[config.mk]
export PLATFORM = sky130hd
export DESIGN_NAME = uart_tx
export DESIGN_NICKNAME = d
export VERILOG_FILES = /design/src/rtl/uart_tx.sv
export SDC_FILE = /design/constraint.sdc
export NUM_CORES = 1
export LEC_CHECK = 0
export ABC_AREA = 1
export CAP_MARGIN = 10
export CORE_ASPECT_RATIO = 0.7
export CORE_MARGIN = 2
export CORE_UTILIZATION = 35
export DETAILED_ROUTE_END_ITERATION = 8
export PLACE_DENSITY = 0.56
export SETUP_SLACK_MARGIN = 0.3
export SYNTH_ARGS = -nofsm -noshare
export SYNTH_HDL_FRONTEND = slang
export SYNTH_SLANG_ARGS = --single-unit
export TNS_END_PERCENT = 10
[constraint.sdc]
create_clock -name i_clock -period 1.3 [get_ports i_clock]
set_input_delay 0.195 -clock i_clock [delete_from_list [all_inputs] [get_ports i_clock]]
set_output_delay 0.195 -clock i_clock [all_outputs]
set_load 0.01 [all_outputs]
[src/rtl/uart_tx.sv]
// UART transmitter: start bit, DATA_BITS data bits LSB first, then stop time, no parity.
// The line only moves when i_tick pulses. The pin is a register.
module uart_tx #(
   parameter int DATA_BITS  = 8,
   parameter int NUM_TICKS  = 16,
   parameter int STOP_TICKS = 16
) (
   input  logic                 i_clock,
   input  logic                 i_reset,
   input  logic                 i_tick,
   input  logic                 i_tx_start,
   input  logic [DATA_BITS-1:0] i_data,
   output logic                 o_tx,
   output logic                 o_busy,
   output logic                 o_tx_done
);

   localparam int MAX_TICKS = (NUM_TICKS > STOP_TICKS) ? NUM_TICKS : STOP_TICKS;
   localparam int TW = (MAX_TICKS > 1) ? $clog2(MAX_TICKS) : 1;
   localparam int BW = (DATA_BITS > 1) ? $clog2(DATA_BITS) : 1;
   localparam logic [TW-1:0] TICK_LAST = TW'(NUM_TICKS - 1);
   localparam logic [TW-1:0] STOP_LAST = TW'(STOP_TICKS - 1);
   localparam logic [BW-1:0] BIT_LAST  = BW'(DATA_BITS - 1);

   typedef enum logic [1:0] {IDLE, START, DATA, STOP} state_t;

   state_t               state;
   logic [TW-1:0]        tick_cnt;
   logic [BW-1:0]        bit_cnt;
   logic [DATA_BITS-1:0] shreg;

   // Handshake: a request is taken only in IDLE and never during the o_tx_done cycle.
   // o_busy rises on the cycle after acceptance. Requests made while busy are dropped.
   always_ff @(posedge i_clock or negedge i_reset) begin
      if (!i_reset) begin
         state     <= IDLE;
         tick_cnt  <= '0;
         bit_cnt   <= '0;
         shreg     <= '0;
         o_tx      <= 1'b1;
         o_busy    <= 1'b0;
         o_tx_done <= 1'b0;
      end else begin
         o_tx_done <= 1'b0;
         case (state)
            IDLE: begin
               o_tx <= 1'b1;
               if (i_tx_start && !o_tx_done) begin
                  shreg    <= i_data;
                  tick_cnt <= '0;
                  o_busy   <= 1'b1;
                  state    <= START;
               end
            end
            START: begin
               o_tx <= 1'b0;
               if (i_tick) begin
                  if (tick_cnt == TICK_LAST) begin
                     tick_cnt <= '0;
                     bit_cnt  <= '0;
                     state    <= DATA;
                  end else begin
                     tick_cnt <= tick_cnt + 1'b1;
                  end
               end
            end
            DATA: begin
               o_tx <= shreg[0];
               if (i_tick) begin
                  if (tick_cnt == TICK_LAST) begin
                     shreg    <= shreg >> 1;
                     tick_cnt <= '0;
                     if (bit_cnt == BIT_LAST) begin
                        state <= STOP;
                     end else begin
                        bit_cnt <= bit_cnt + 1'b1;
                     end
                  end else begin
                     tick_cnt <= tick_cnt + 1'b1;
                  end
               end
            end
            STOP: begin
               o_tx <= 1'b1;
               if (i_tick) begin
                  if (tick_cnt == STOP_LAST) begin
                     tick_cnt  <= '0;
                     o_busy    <= 1'b0;
                     o_tx_done <= 1'b1;
                     state     <= IDLE;
                  end else begin
                     tick_cnt <= tick_cnt + 1'b1;
                  end
               end
            end
            default: state <= IDLE;
         endcase
      end
   end

endmodule

; ---- Word-level counts from Yosys, hierarchy flattened
; Index checks and enable logic that the tools add are counted.
[totals]
n_memories = 0
ram_bits = 0
romBits = 0
register_bits = 20
in_bits = 12
latch_bits = 0
elab_cells = 68
[classes]
multipliers = 0
add_sub_neg = 2
mux = 31
n_eq_ne = 15
order_cmp = 0
div = 0
shifts = 0
n_reduce_logical = 13
n_bitwise = 0
[ops]
columns = op, n
row1 = two-way mux 8 bit, 3
row2 = "!= test 2 bit, second input constant", 9
row3 = two-way mux 2 bit, 8
row4 = one-hot mux 8 bit (2 select lines), 1
row5 = two-way mux 3 bit, 5
row6 = two-way mux 4 bit, 3
row7 = one-hot mux 2 bit (4 select lines), 1
row8 = one-hot mux 4 bit (2 select lines), 1
row9 = AND reduction 4 bit, 2
row10 = AND reduction 8 bit, 1
row11 = two-way mux 1 bit, 6
row12 = one-hot mux 3 bit (2 select lines), 1
row13 = AND reduction 6 bit, 1
row14 = nonzero test 2 bit, 3
row15 = "adder 4 x 1 -> 4 bit, second input constant", 1
row16 = "equality test 2 bit, second input constant", 2
row17 = "equality test 4 bit, second input constant", 1
row18 = "adder 3 x 1 -> 3 bit, second input constant", 1
row19 = "equality test 3 bit, second input constant", 1
row20 = one-hot mux 1 bit (3 select lines), 1
row21 = OR reduction 3 bit, 1
row22 = "equality test 2 x 1 -> 1 bit, second input constant", 1
row23 = logical NOT 2 bit, 1
row24 = "!= test 2 x 1 -> 1 bit, second input constant", 1
row25 = other kinds (5), 5

; ---- Logic depth before layout (Yosys ltp)
; Gate-level depths: netlist of the first run.
[logic_depth]
ltp_word = 5
depth_mapped = 9

; ---- Worst setup path after synthesis of the first run
; No wires, ideal clock.
[synth_timing]
kind = reg2reg
from = reg state[0]
to = reg shreg[5]
setup_ns = 0.122
n_path_buf = 1
stages_incl_launch_ff = 9
required_time_ns = 1.178
synth_period_minus_slack_ns = 1.437
setup_slack_ns = -0.137
arrival_ns = 1.315
path_cell_list = dfrtp_1 > inv_1 > ha_1 > nor2_2 > a21oi_4 > nand3_4 > buf_6 > nand2_2 > o21ai_2
[synth_via]
elab_chain_len = 3
elab_cells_between_ends = 8
classes_between = eq/ne (4) / mux (1) / reduce/logical (3)
[synth_lines]
columns = item, line_no
row1 = "start, declared", 27  ; state_t state;
row2 = "start signal, assigned", 36  ; state <= IDLE;
row3 = "start signal, assigned", 52  ; state <= START;
row4 = "start signal, assigned", 61  ; state <= DATA;
row5 = equality test 2 bit or logical NOT 2 bit (tied branches), 45  ; case (state)
row6 = != test 2 bit (no line) or nonzero test 2 bit (tied branches), -
row7 = AND reduction 4 bit (no line), -
row8 = "end signal, assigned", 49  ; shreg <= i_data;
row9 = "end signal, assigned", 71  ; shreg <= shreg >> 1;
row10 = "end, declared", 30  ; logic [DATA_BITS-1:0] shreg;
; Several ways; a longest one is shown, not always the timed one.
; A chain may end at the register's enable or synchronous reset.

; ---- Worst setup path after layout of the first run
[layout_timing]
from = reg state[1]
to = reg state[1]
[layout_via]
elab_chain_len = 3
elab_cells_between_ends = 14
classes_between = eq/ne (11) / mux (1) / reduce/logical (2)
[layout_lines]
columns = item, line_no
row1 = equality test 2 bit (tied with other cells), 45
row2 = != test 2 bit (no line), -
row3 = AND reduction 8 bit (no line), -
; Several ways; a longest one is shown, not always the timed one.

==> results.tsv, run 1 <==
stage	metric	value	unit
run_status	status	finished with violations	
run_status	violations	setup timing	
power	p_sw_frac	0.410	
synth	syn_area	1160	um^2
grt	grt_remaining_overflow	0	
cts	cts_tree	yes	
power	leakagePower	0.768	nW
synth	synth_top_area_frac	0.408	
cts	cts_hold_buf	0	
final_layout	fillerInstances	272	
floorplanning	rows	17	
cts	clock_latency	0.26	ns
cts	cts_root_buf	clkbuf_8	
synth	syn_inst	131	
power	vdd_drop_max	0.00150	V
cts	clkTransAtPathRegs	0.07	ns
power	clockPowerShare	0.122	
power	design_power_total	0.00388	W
cts	cts_sinks	20	
floorplanning	dieArea	3810	um^2
grt	grt_pass1_vias	955	
drt	via_per_inst	4.60	
synth	syn_nets	152	
timing	post-route-period-util	1.12	
floorplanning	die_h	52.3	um
placed_design	post-place-cells	200	
timing	slew-limit-headroom	0.827	
drt	antenna_left	0	
cts	cts_inserted_buffers	3	
power	p_switching	0.00159	W
drt	drt-total-wl	2.53	mm
grt	grt_antenna_before_repair	0	
power	comb_power_share	0.604	
setup_path	crit_required	1.49	ns
power	p_seq_frac	0.274	
timing	tightest_slew	0.260	ns
grt	grt_max_degree	21	
setup_path	critPathKind	flop to flop	
setup_path	path_max_fanout	4	
timing	finalHoldViolations	0	
cts	clockBufferDepth	2	
setup_path	start_kind	flop	
synth	synth_cell_types	22	
synth	ys_ff_latch	20	
synth	yosys.area.top_type	dfrtp_1	
final_layout	area_growth	43.9	%
placed_design	hpwl	1.75	mm
final_layout	final_cell_count_no_fill	210	
final_layout	n_antenna_cell	0	
floorplanning	coreArea	3170	um^2
final_layout	fin_nets	194	
job	cap_violations	0	
power	powerDensity	2310	nW/um^2
final_layout	stdcell_area	1680	um^2
drt	drt-initial-drc-count	35	
power	p_int	0.00229	W
placed_design	io_buffer_count	14	
final_layout	layout_commonest_cell	nand2_1	
timing	maxSlewViolCount	0	
hold_path	hold_path_class	primary input to async pin	
synth	ys_seq_area_frac	0.431	
cts	htreeDepth	1	
timing	setup_ws	-0.154	ns
grt	grt_pass1_wl	4.32	mm
drt	vias	967	
placed_design	place_congestion	0.850	
timing	fmax	688	MHz
grt	track_usage	0.150	
timing	rsz0062_at_grt	yes	
floorplanning	ios	15	
setup_path	worstPathArrival	1.65	ns
drt	drcViolationCount	0	
drt	wl_per_cell	12.0	um
synth	synthTopCellsByArea	dfrtp_1 41%, nand2_1 11%, ha_1 9.7%	
final_layout	layout_common_cells	34 x nand2_1, 23 x buf_4, 18 x dfrtp_1	
synth	avgSynthCellArea	8.89	um^2
timing	fin_skew	0.00167	ns
final_layout	drive_gt1_frac	0.419	
setup_path	crit_path_end_kind	flop	
timing	timing.hold.ws	0.267	ns
floorplanning	start_util	0.368	
synth	yosys_warnings	0	
floorplanning	die_w	73.0	um
timing	period_minus_slack	1.45	ns
placed_design	placed_area	1510	um^2
drt	firstDrtPassIters	4	
timing	setup_viol	18	
Yosys cell counts:
cell     number
xor2_1        1
nand3_2       1
a21oi_4       1
o21ai_1       3
nand3_4       1
inv_1        11
o21ai_2       8
or2_2         1
mux2i_1       7
nor2_1       10
inv_2         1
nand3_1       7
o21ai_0       5
buf_4         1
buf_6         1
nor2_2        1
nand2_1      35
nand2_2       2
ha_1          9
dfrtp_1      19
dfstp_2       1
a21oi_1       5
path summary, 6_finish.rpt:
kind | from | to | slack [ns] | cells after the start
setup / recovery | state[1] | state[1] | -0.15 | 7
hold / removal | i_reset | o_tx_done | 0.27 | 2
setup reg to reg | state[1] | state[1] | -0.15 | 7
hold reg to reg | shreg[1] | shreg[1] | 0.48 | 2
max in group asynchronous | i_reset | o_tx | 0.76 | 2
min in group i_clock | shreg[1] | shreg[1] | 0.48 | 2
repair_timing:
action                                  CTS  global route
endpoints found under the setup margin   23            23
pin swaps                                 9             4
setup buffers                             5             0
cloned                                    1             0
gates resized for setup                  30             6
worst max-delay path, stage by stage, from the launching register on:
cell and delay, ns:
dfrtp_2 0.47, buf_4 0.16, buf_4 0.13, ha_2 0.17, o21ai_1 0.18, buf_4 0.15, nand3_1 0.08, nand2_1 0.07
routing by layer:
metal | GRT usage | vias to the layer above | share of wire
li1 | - | 511 | -
met1 | 0.204 | 444 | 0.50
met2 | 0.236 | 10 | 0.47
met3 | 0.0462 | 2 | 0.032
met4 | 0.0278 | 0 | 0.0028
met5 | 0 | - | 0
flip-flops by register name (all words and copies together) (netlist names):
name	flops
shreg	8
state	2
bit_cnt	3
tick_cnt	4
o_busy	1
o_tx	1
o_tx_done	1
logic make-up after synthesis:
kind of cell | count (synthesis) | share of synthesized area
xor gates and xnor gates | 1 | 0.00752
DFF | 20 | 0.431
buffers and inverters | 14 | 0.0548
muxes | 7 | 0.0602
and+or+nand+nor | 58 | 0.220
AOI/OAI and AO/OA | 22 | 0.130
adders and majority gates | 9 | 0.0967
power by group through the flow:
stage               clock network [W]  registers (W)  logic, W
detailed placement                  0        0.00107   0.00196
floorplan                           0        0.00105   0.00135
CTS                          0.000488        0.00106   0.00229
finish                       0.000473        0.00106   0.00234
global route                 0.000523        0.00110   0.00260
global placement                    0        0.00106   0.00192
layout make-up:
cell class	instances	area, um^2	share of cell area
multi-input cells	98	708	0.422
flip-flops and latches	20	503	0.300
repair buffers	38	315	0.188
clock buffers	4	55.1	0.0328
inverters	12	47.5	0.0284
well taps	38	47.5	0.0284
through the flow:
| stage | setup WS, ns | utilization | setup TNS, ns |
|---|---|---|---|
| floorplan | -0.0408 | - | -0.155 |
| global placement | -0.157 | 0.475 | -2.12 |
| detailed placement | -0.189 | 0.475 | -2.66 |
| CTS | -0.121 | 0.524 | -1.39 |
| global route | -0.260 | 0.529 | -3.49 |
| finish | -0.154 | 0.529 | -1.52 |
Power figures use the tool's default switching activity.
==> run 2: changes to the inputs <==
--- a/config.mk
+++ b/config.mk
@@ -11,7 +11,8 @@
 export CORE_MARGIN = 2
 export CORE_UTILIZATION = 35
 export DETAILED_ROUTE_END_ITERATION = 8
-export PLACE_DENSITY = 0.56
+export DONT_BUFFER_PORTS = 1
+export PLACE_DENSITY = 0.5
 export SETUP_SLACK_MARGIN = 0.3
 export SYNTH_ARGS = -nofsm -noshare
 export SYNTH_HDL_FRONTEND = slang
==> run 2 against run 1 <==
  * Final area down 11%
  * Non-clock buffer count down 23
  * The flow still finishes with violations (setup timing)
  * Flip-flop and latch count unchanged
==> results.tsv, run 2 (synthesis gave the netlist of run 1 again) <==
stage	metric	value	unit
setup_path	crit_path_max_incr_delay	0.45	ns
drt	drcViolationCount	0	
cts	cts_sinks	20	
floorplanning	start_util	0.368	
grt	grt_max_degree	21	
floorplanning	die_w	73.0	um
setup_path	critPathKind	flop to flop	
floorplanning	coreArea	3170	um^2
hold_path	min-delay-start	i_tick	
hold_path	whs_endpoint	o_tx_done	
drt	via_per_inst	4.89	
final_layout	layout_commonest_cell	nand2_1	
setup_path	r2r_cells	7	
setup_path	critPathSlowestCell	dfrtp_2	
final_layout	largest_reg_flops	8	
setup_path	worstPathArrival	1.55	ns
placed_design	io_buffer_count	0	
run_status	violations	setup timing	
grt	grt_pass1_wl	4.15	mm
timing	fin_tns_setup	-1.23	ns
setup_path	crit_path_end_kind	flop	
timing	rsz0062_at_grt	yes	
cts	htreeDepth	1	
setup_path	path_max_fanout	8	
grt	grt_antenna_before_repair	0	
placed_design	place_congestion	0.778	
timing	post-route-period-util	1.08	
final_layout	stdcell_area	1490	um^2
floorplanning	rows	17	
drt	vias	914	
timing	period_minus_slack	1.40	ns
hold_path	hold_path_class	primary input to flop	
power	powerDensity	2440	nW/um^2
power	vdd_drop_max	0.00104	V
floorplanning	die_h	52.3	um
timing	fin_skew	0.00431	ns
final_layout	fin_nets	171	
placed_design	place_worst_setup_slack	-0.151	ns
final_layout	layout_common_cells	34 x nand2_1, 17 x dfrtp_1, 13 x buf_4	
cts	cts_root_buf	clkbuf_8	
drt	drt-initial-drc-count	46	
timing	slew-limit-headroom	0.393	
cts	cts_inserted_buffers	3	
setup_path	crit_required	1.45	ns
cts	clockBufferDepth	2	
grt	grt_remaining_overflow	0	
floorplanning	ios	15	
setup_path	start_kind	flop	
timing	fmax	714	MHz
setup_path	rr_endpoint	shreg[7]	
final_layout	regMostFlops	shreg	
job	cap_violations	0	
drt	wl_per_cell	13.3	um
setup_path	rrSetupSlack	-0.10	ns
final_layout	area_growth	27.5	%
cts	cts_setup_buffers	0	
timing	setup_viol	18	
drt	drt-total-wl	2.50	mm
placed_design	hpwl	1.79	mm
final_layout	ff_latch_area	504	um^2
floorplanning	dieArea	3810	um^2
hold_path	hold_path_depth	2	
cts	cts_tree	yes	
final_layout	reg_top3	shreg: 8 flops, tick_cnt: 4 flops, bit_cnt: 3 flops	
timing	finalHoldViolations	0	
run_status	status	finished with violations	
drt	firstDrtPassIters	4	
drt	antenna_left	0	
final_layout	drive_gt1_frac	0.376	
setup_path	worstPathCellList	inv_4, ha_4, nor2_2, a21oi_4, nand3_4, nand2_1, o21ai_2	
power	leakagePower	0.673	nW
final_layout	fillerInstances	297	
grt	grt_pass1_vias	901	
cts	clkTransAtPathRegs	0.08	ns
final_layout	multi_input_area	707	um^2
cts	clock_latency	0.26	ns
timing	setup_ws	-0.101	ns
timing	maxSlewViolCount	0	
setup_path	r2r_start	state[0]	
final_layout	n_antenna_cell	0	
grt	track_usage	0.144	
placed_design	placed_area	1330	um^2
timing	tightest_slew	0.911	ns
==> run 2: changes by cell type in the layout (fill, tap and decap cells not counted), moves of 2 or more <==
cell and delta:
clkdlybuf4s50_1 -11, buf_2 -2, buf_4 -10, inv_1 +2
nand3_2 -2, inv_2 -3
==> run 2: layout make-up <==
class / count / share of cell area
Clock buffer: 4 / 0.0371
Inverter: 12 / 0.0337
Multi-Input combinational cell: 98 / 0.476
Sequential cell: 20 / 0.340
Tap cell: 38 / 0.0320
Timing Repair Buffer: 15 / 0.0817
==> run 2: worst max path at each step <==
stage / startpoint / endpoint / slack [ns] / cells past startpoint
finish: state[0] / shreg[7] / -0.10 / 7
detailed placement: state[1] / state[1] / -0.15 / 8
floorplan: state[0] / shreg[5] / -0.04 / 8
global route: state[1] / shreg[7] / -0.18 / 7
CTS: state[1] / shreg[7] / -0.11 / 7
global placement: state[1] / state[0] / -0.15 / 8
==> run 2: worst max-delay path: cells and delay by family, from the launching register on <==
kind | cells | cell delay [ns]
adders and majority gates | 1 | 0.18
buffers and inverters | 1 | 0.10
and+or+nand+nor | 3 | 0.33
DFF | 1 | 0.45
AOI/OAI and AO/OA | 2 | 0.23
==> run 2: metrics by stage <==
stage | total power, W | util | instances | hold WS (ns)
2_1_floorplan | 0.00241 | - | 131 | -0.101
3_3_place_gp | 0.00285 | 0.419 | 181 | -0.100
3_5_place_dp | 0.00288 | 0.419 | 181 | -0.100
4_1_cts | 0.00352 | 0.449 | 187 | 0.0349
5_1_grt | 0.00393 | 0.469 | 187 | 0.0556
6_report | 0.00362 | 0.469 | 187 | 0.0648
==> run 2: layer usage <==
metal	vias to the layer above	global-route usage	routed length [um]
met2	11	0.223	1160
met4	0	0.0278	7
met5	-	0	0
met1	437	0.195	1240
met3	2	0.0519	89
li1	464	-	-
==> run 2: repair_timing <==
item                                    4_1_cts  5_1_grt
endpoints found under the hold margin        20        0
hold buffers                                  1        0
cloned                                        1        0
endpoints found under the setup margin       21       42
resized for setup                             7       17
pin swaps                                     2        6
==> run 2: where the power goes <==
part           switching (W)  internal (W)  total, W
clock               0.000209      0.000270  0.000478
sequential          0.000218      0.000891   0.00111
combinational        0.00112      0.000910   0.00203
total                0.00155       0.00207   0.00362
==> run 3: changes to the inputs <==
--- a/config.mk
+++ b/config.mk
@@ -14,6 +14,7 @@
 export DONT_BUFFER_PORTS = 1
 export PLACE_DENSITY = 0.5
 export SETUP_SLACK_MARGIN = 0.3
+export SLEW_MARGIN = 30
 export SYNTH_ARGS = -nofsm -noshare
 export SYNTH_HDL_FRONTEND = slang
 export SYNTH_SLANG_ARGS = --single-unit
==> run 3 against run 2 <==
  * Final area up 0.17%
  * Final cell count up 0.53%
  * First-iteration DRC count up 2.2%
  * Sequential share of layout area down 0.057 points
  * Fmax about the same
  * Die area unchanged
  * Register-to-register slack about the same
  * Via count up 0.11%
  * The flow still finishes with violations (setup timing)
  * Clock power about the same
==> results.tsv, run 3 (synthesis gave the netlist of run 1 again) <==
stage	metric	value	unit
power	leakagePower	0.668	nW
power	vdd_drop_max	0.00104	V
timing	fin_tns_setup	-1.24	ns
hold_path	hold_path_class	primary input to flop	
grt	grt_pass1_wl	4.15	mm
final_layout	reg_top3	shreg: 8 flops, tick_cnt: 4 flops, bit_cnt: 3 flops	
final_layout	layout_commonest_cell	nand2_1	
final_layout	ff_latch_area	504	um^2
cts	cts_root_buf	clkbuf_8	
power	clockPowerShare	0.132	
setup_path	path_max_fanout	8	
power	design_power_total	0.00362	W
power	comb_power_share	0.561	
floorplanning	rows	17	
power	powerDensity	2430	nW/um^2
setup_path	start_kind	flop	
final_layout	n_antenna_cell	0	
timing	fin_skew	0.00447	ns
placed_design	io_buffer_count	0	
timing	slew-limit-headroom	0.700	
power	p_switching	0.00155	W
grt	track_usage	0.144	
timing	post-route-period-util	1.08	
power	p_seq_frac	0.307	
final_layout	multi_input_area	707	um^2
placed_design	hpwl	1.79	mm
setup_path	critPathKind	flop to flop	
final_layout	fillerInstances	301	
timing	finalHoldViolations	0	
job	cap_violations	0	
floorplanning	start_util	0.368	
placed_design	place_worst_setup_slack	-0.151	ns
grt	grt_antenna_before_repair	0	
drt	drcViolationCount	0	
final_layout	largest_reg_flops	8	
final_layout	fin_nets	172	
drt	drt-total-wl	2.49	mm
final_layout	layout_common_cells	34 x nand2_1, 17 x dfrtp_1, 13 x buf_4	
drt	wl_per_cell	13.2	um
placed_design	post-place-cells	181	
run_status	violations	setup timing	
floorplanning	die_w	73.0	um
timing	setup_viol	18	
final_layout	final_cell_count_no_fill	188	
floorplanning	ios	15	
floorplanning	die_h	52.3	um
grt	grt_max_degree	21	
timing	rsz0062_at_grt	yes	
cts	clockBufferDepth	2	
drt	antenna_left	0	
drt	drt-initial-drc-count	47	
grt	grt_remaining_overflow	0	
timing	period_minus_slack	1.40	ns
drt	firstDrtPassIters	4	
cts	clock_latency	0.26	ns
timing	tightest_slew	0.450	ns
cts	clkTransAtPathRegs	0.08	ns
setup_path	worstPathArrival	1.55	ns
power	p_int	0.00207	W
timing	fmax	713	MHz
placed_design	place_congestion	0.778	
run_status	status	finished with violations	
floorplanning	coreArea	3170	um^2
timing	maxSlewViolCount	0	
cts	cts_tree	yes	
floorplanning	dieArea	3810	um^2
setup_path	crit_path_end_kind	flop	
final_layout	drive_gt1_frac	0.380	
grt	grt_pass1_vias	901	
timing	setup_ws	-0.102	ns
drt	via_per_inst	4.87	
cts	cts_sinks	20	
cts	cts_setup_buffers	0	
cts	htreeDepth	1	
power	p_sw_frac	0.428	
drt	vias	915	
final_layout	area_growth	27.7	%
final_layout	regMostFlops	shreg	
cts	cts_inserted_buffers	3	
setup_path	crit_required	1.45	ns
==> run 3: cell count changes in the layout (fill, tap and decap cells not counted) <==
cell            delta
buf_2              +1
dlymetal6s4s_1     -1
dlygate4sd3_1      +1
==> run 3: layer usage <==
metal  wire [um]  global-route usage  vias up  share of wire
li1            -                   -      466              -
met1        1230               0.195      436           0.50
met2        1160               0.223       11           0.47
met3          89              0.0519        2          0.036
met4           7              0.0278        0         0.0028
met5           0                   0        -              0
==> run 3: worst paths after layout <==
kind,end,startpoint,slack [ns],cells past startpoint
max in group asynchronous,o_tx,i_reset,0.55,2
worst max-delay path,shreg[7],state[0],-0.10,7
worst min register to register,shreg[1],shreg[1],0.49,2
worst max register to register,shreg[7],state[0],-0.10,7
min in group asynchronous,o_tx_done,i_reset,0.40,2
worst min-delay path,o_tx_done,i_tick,0.06,2
==> run 3: worst max-delay path, stage by stage, from the launching register on <==
cell	delay, ns
dfrtp_2	0.45
inv_4	0.10
ha_4	0.18
nor2_2	0.06
a21oi_4	0.18
nand3_4	0.16
nand2_1	0.11
o21ai_2	0.05
==> run 3: power groups by stage <==
stage	registers (W)	logic [W]	clock network, W
2_1_floorplan	0.00105	0.00135	0
3_3_place_gp	0.00107	0.00178	0
3_5_place_dp	0.00108	0.00181	0
4_1_cts	0.00107	0.00195	0.000497
5_1_grt	0.00114	0.00226	0.000530
6_report	0.00111	0.00203	0.000479
==> run 3: layout make-up <==
| type | count | area share |
|---|---|---|
| sequential | 20 | 0.339 |
| clock buffer | 4 | 0.0370 |
| multi-input combinational | 98 | 0.475 |
| inverter | 12 | 0.0336 |
| tap | 38 | 0.0320 |
| timing repair buffer | 16 | 0.0833 |
==> run 3: stage by stage <==
stage / cell area, um^2 / hold WS (ns) / util
after CTS: 1420 / 0.0349 / 0.449
after detailed placement: 1330 / -0.100 / 0.419
after global placement: 1330 / -0.100 / 0.419
after floorplan: 1190 / -0.101 / -
final: 1490 / 0.0645 / 0.469
after global routing: 1490 / 0.0556 / 0.469
==> run 3: timing repair <==
| item | 4_1_cts | 5_1_grt |
|---|---|---|
| cloned | 1 | 0 |
| gates resized for setup | 7 | 16 |
| setup endpoints to repair | 21 | 22 |
| pin swaps | 2 | 6 |
| hold buffers | 1 | 1 |
| endpoints found under the hold margin | 20 | 19 |
